`config.mk`:
```
export PLATFORM = sky130hd
export DESIGN_NAME = fir_delay_gen
export DESIGN_NICKNAME = d
export VERILOG_FILES = /design/src/rtl/fir_delay_gen.sv
export SDC_FILE = /design/constraint.sdc
export NUM_CORES = 1
export LEC_CHECK = 0
export CAP_MARGIN = 20
export CORE_MARGIN = 5
export CORE_UTILIZATION = 45
export DETAILED_ROUTE_END_ITERATION = 7
export HOLD_SLACK_MARGIN = 0.15
export PLACE_DENSITY = 0.73
export SLEW_MARGIN = 20
export SYNTH_ARGS = -nofsm -noshare
export SYNTH_HDL_FRONTEND = slang
export SYNTH_SLANG_ARGS = --single-unit
```
`constraint.sdc`:
```
create_clock -name clk -period 1.5 [get_ports clk]
set_input_delay 0.3 -clock clk [delete_from_list [all_inputs] [get_ports clk]]
set_output_delay 0.3 -clock clk [all_outputs]
set_load 0.02 [all_outputs]
```
`src/rtl/fir_delay_gen.sv`:
```
// FIR timing generator: start-up counter, window strobe and a
// pipeline-aligned copy of the window strobe for the DSP58 accumulator.
//
// Parameters:
//   delay1        - cycles from filter_delay to dsp58_delay (1..63)
//   filter_length - taps per output window (power of two, >= 2)
// Ports:
//   clk            - system clock, rising edge
//   rst_n          - synchronous reset, active HIGH (1 = reset)
//   starting_delay - cycles since reset release, saturating at 63
//   filter_delay   - one-cycle strobe on the last tap of each window
//   dsp58_delay    - filter_delay delayed by delay1 cycles (registered)

module fir_delay_gen #(
  parameter int delay1        = 4,
  parameter int filter_length = 16
) (
  input  logic       clk,
  input  logic       rst_n,
  output logic [5:0] starting_delay,
  output logic       filter_delay,
  output logic       dsp58_delay
);

  localparam int PW = $clog2(filter_length);
  localparam logic [PW-1:0] LAST = PW'(filter_length - 1);

  // Initialisers give the same state at configuration as after reset.
  logic [5:0]        sd_q = '0;
  logic [5:0]        sd_d;
  logic [PW-1:0]     ph_q = '0;
  logic [PW-1:0]     ph_d;
  logic [delay1-1:0] sr_q = '0;
  logic [delay1-1:0] sr_d;
  logic              started;
  logic              win;

  // Addressing is live once the start-up counter has left zero.
  assign started = (sd_q != 6'd0);
  assign win     = started && (ph_q == LAST);

  always_comb begin
    sd_d = sd_q;
    if (sd_q != 6'd63) begin
      sd_d = sd_q + 6'd1;
    end
  end

  // Power-of-two window: natural wrap of the counter is the reload.
  always_comb begin
    ph_d = ph_q;
    if (started) begin
      ph_d = ph_q + PW'(1);
    end
  end

  always_comb begin
    sr_d    = sr_q << 1;
    sr_d[0] = win;
  end

  always_ff @(posedge clk) begin
    if (rst_n) begin
      sd_q <= '0;
      ph_q <= '0;
      sr_q <= '0;
    end else begin
      sd_q <= sd_d;
      ph_q <= ph_d;
      sr_q <= sr_d;
    end
  end

  assign starting_delay = sd_q;
  assign filter_delay   = win;
  assign dsp58_delay    = sr_q[delay1-1];

endmodule

```
==> reports/metrics.cfg <==
[flow_run]
drv_cap = 0

[global_route]
grt_max_degree = 11
grt_busiest_layer = met2
grt_use_met2_pct = 20.7
antenna_found_initial = 0
track_usage_pct = 13.3
overflow = 0
use_met1_pct = 17.0
grt_pass1_vias = 529
grt_first_pass_wirelength_um = 2490
grt_use_met3_pct = 4.59

[placement]
dpl.cell_count = 104
place_congestion = 0.811
numPortBuffers = 9

[layout]
fin_cells = 110
fin_util_pct = 68.3
final_common_cell = buf_4
nNetsFinal = 101
multi_input_area_um2 = 365
diodes = 0
regArea_um2 = 283
n_fill_cell = 95
area_growth_pct = 39.3
drive_gt1_share_pct = 40.0
most-common-layout-cells = buf_4 (16), dfxtp_1 (12), nand3_1 (6), a21oi_1 (5)

[timing]
fin_crit_sh_pct = 111
fmaxAchievable_mhz = 600
worstMarginPinSlew_ns = 0.256
rsz0062_at_grt = yes
timing.final.ws_setup_ns = -0.166
period_minus_slack_ns = 1.67
skew_ns = 0.0101
slew_headroom_pct = 82.8
hold_viol_final = 0
setup_viol = 1
drv_slew = 0

[setup_path]
arrival_ns = 1.37
slowest_stage = dfxtp_2
cp_cell_sequence = inv_2 -> ha_4 -> nor4b_4 -> and2_4 -> nor2_4 -> buf_6
r2r_slack_ns = 0.02
cp-start-kind = register
crit_buf_inv = 2
crit_start = starting_delay[0]$_SDFFE_PP0P_
cp_slowest_stage_delay_ns = 0.34
worstPathRequired_ns = 1.20
cp-end-kind = output pin
critPathKind = register to output pin
critical_path.max_fanout = 2
r2r_start = starting_delay[0]$_SDFFE_PP0P_
cp_top_family = simple AND/OR/NAND/NOR gates

[clock_network]
cts-root-buf = clkbuf_4
htreeDepth = 1
cts_buffers = 3
clock_sinks = 14
hold_buffers = 0
clk-insertion-delay-late_ns = 0.29
path_clk_slew_ns = 0.10
cts_tree = built
cts_buffer_depth = 2

[floorplanning]
start_util_pct = 49.0
rows = 13
core_area_um2 = 1350
die_h_um = 48.4
dieArea_um2 = 2340
ios = 10
die_w_um = 48.4

[min_path]
hold_start = sr_q[0]$_SDFF_PP0_
hold_path_class = register to register

[drt]
vias_per_cell = 5.29
vias = 582
drt_iter0_drc = 19
post_drt_wl_per_cell_um = 13.5
drc_errors = 0
postRouteAntennaNets = 0
routed_wl_um = 1480
drt-pass1-iter-count = 4

[logic_synthesis]
seq_area_frac_synth_pct = 42.3
synth_fp_nets = 73
synth_area_um2 = 662
ys_ff_latch = 14
yosysUniqueCellTypes = 27
postSynthAreaPerCell_um2 = 9.73
syn_inst = 68
yosys_warnings = 0

[power]
p_per_area_nw_per_um2 = 918
ir_drop_v = 0.000602
power.leakage_nw = 0.397

[run_status]
status = finished with violations
violations = negative setup slack

==> stage by stage <==
step	power [mW]	area (um2)	setup WS (ns)	hold slack, ns	TNS [ns]
after floorplan	0.483	672	0.00736	0.372	0
after global placement	0.548	867	-0.366	0.417	-0.366
after detailed placement	0.552	867	-0.403	0.422	-0.403
after CTS	0.833	900	-0.218	0.441	-0.218
after global routing	0.902	922	-0.233	0.443	-0.308
final	0.847	922	-0.166	0.430	-0.166
==> timing repair <==
item / in CTS / in global routing
pin swaps: 0 / 4
gates resized for setup: 16 / 8
cloned: 0 / 0
setup buffers: 0 / 2
endpoints found under the setup margin: 8 / 4
==> where the power goes <==
part	internal [mW]	total (mW)	switching, mW
Sequential	0.388	0.399	0.0103
Clock	0.148	0.284	0.136
Combinational	0.0928	0.164	0.0710
==> synthesized netlist by cell type, drive strengths merged <==
library cell / number / area, um2
a21oi: 6 / 33.8
clkbuf: 1 / 3.75
ha: 3 / 37.5
nand3: 6 / 30.0
nor2: 4 / 15.0
nor4: 1 / 6.26
nor4b: 1 / 23.8
nand2: 2 / 7.51
a21bo: 1 / 10.0
xor2: 1 / 8.76
inv: 3 / 11.3
dfxtp: 14 / 280
mux2: 2 / 30.0
nor2b: 4 / 25.0
a211oi: 2 / 15.0
a21boi: 2 / 18.8
buf: 2 / 22.5
nand4: 1 / 6.26
and2b: 1 / 7.51
and4: 1 / 10.0
nor3b: 2 / 15.0
nor3: 4 / 20.0
and2: 2 / 13.8
o21ai: 2 / 10.0
==> path summary, 6_finish.rpt <==
path                            cells past startpoint              endpoint
worst max-delay path                                6          filter_delay
worst min-delay path                                1    sr_q[1]$_SDFF_PP0_
worst max register to register                      7  ph_q[3]$_SDFFE_PP0P_
worst min register to register                      1    sr_q[1]$_SDFF_PP0_
==> state kept, by name, indices dropped and copies added, names as in the netlist <==
name and count:
sr_q 4, ph_q 4, starting_delay 6
==> logic make-up (layout without fill, tap and decap cells) <==
group	count (synthesis)	after routing	share of synthesized area (%)
simple gates	29	29	27.2
flops	14	14	42.3
compound gates	13	13	13.2
buf+inv	6	33	5.67
fa+ha+maj	3	3	5.67
mux	2	2	4.54
xor+xnor	1	1	1.32
==> cell type report <==
cell class	count	share of cell area [%]
Clock buffer	4	3.93
Inverter	3	1.22
Multi-Input combinational cell	48	39.6
Sequential cell	14	30.7
Tap cell	15	2.04
Timing Repair Buffer	26	22.5
==> routing by layer <==
layer | vias to the layer above | part of all wire [%]
li1 | 293 | -
met1 | 273 | 46
met2 | 12 | 48
met3 | 4 | 4.3
met4 | 0 | 1.1
met5 | - | 0
Note: power is estimated with default switching activity, not from simulation.
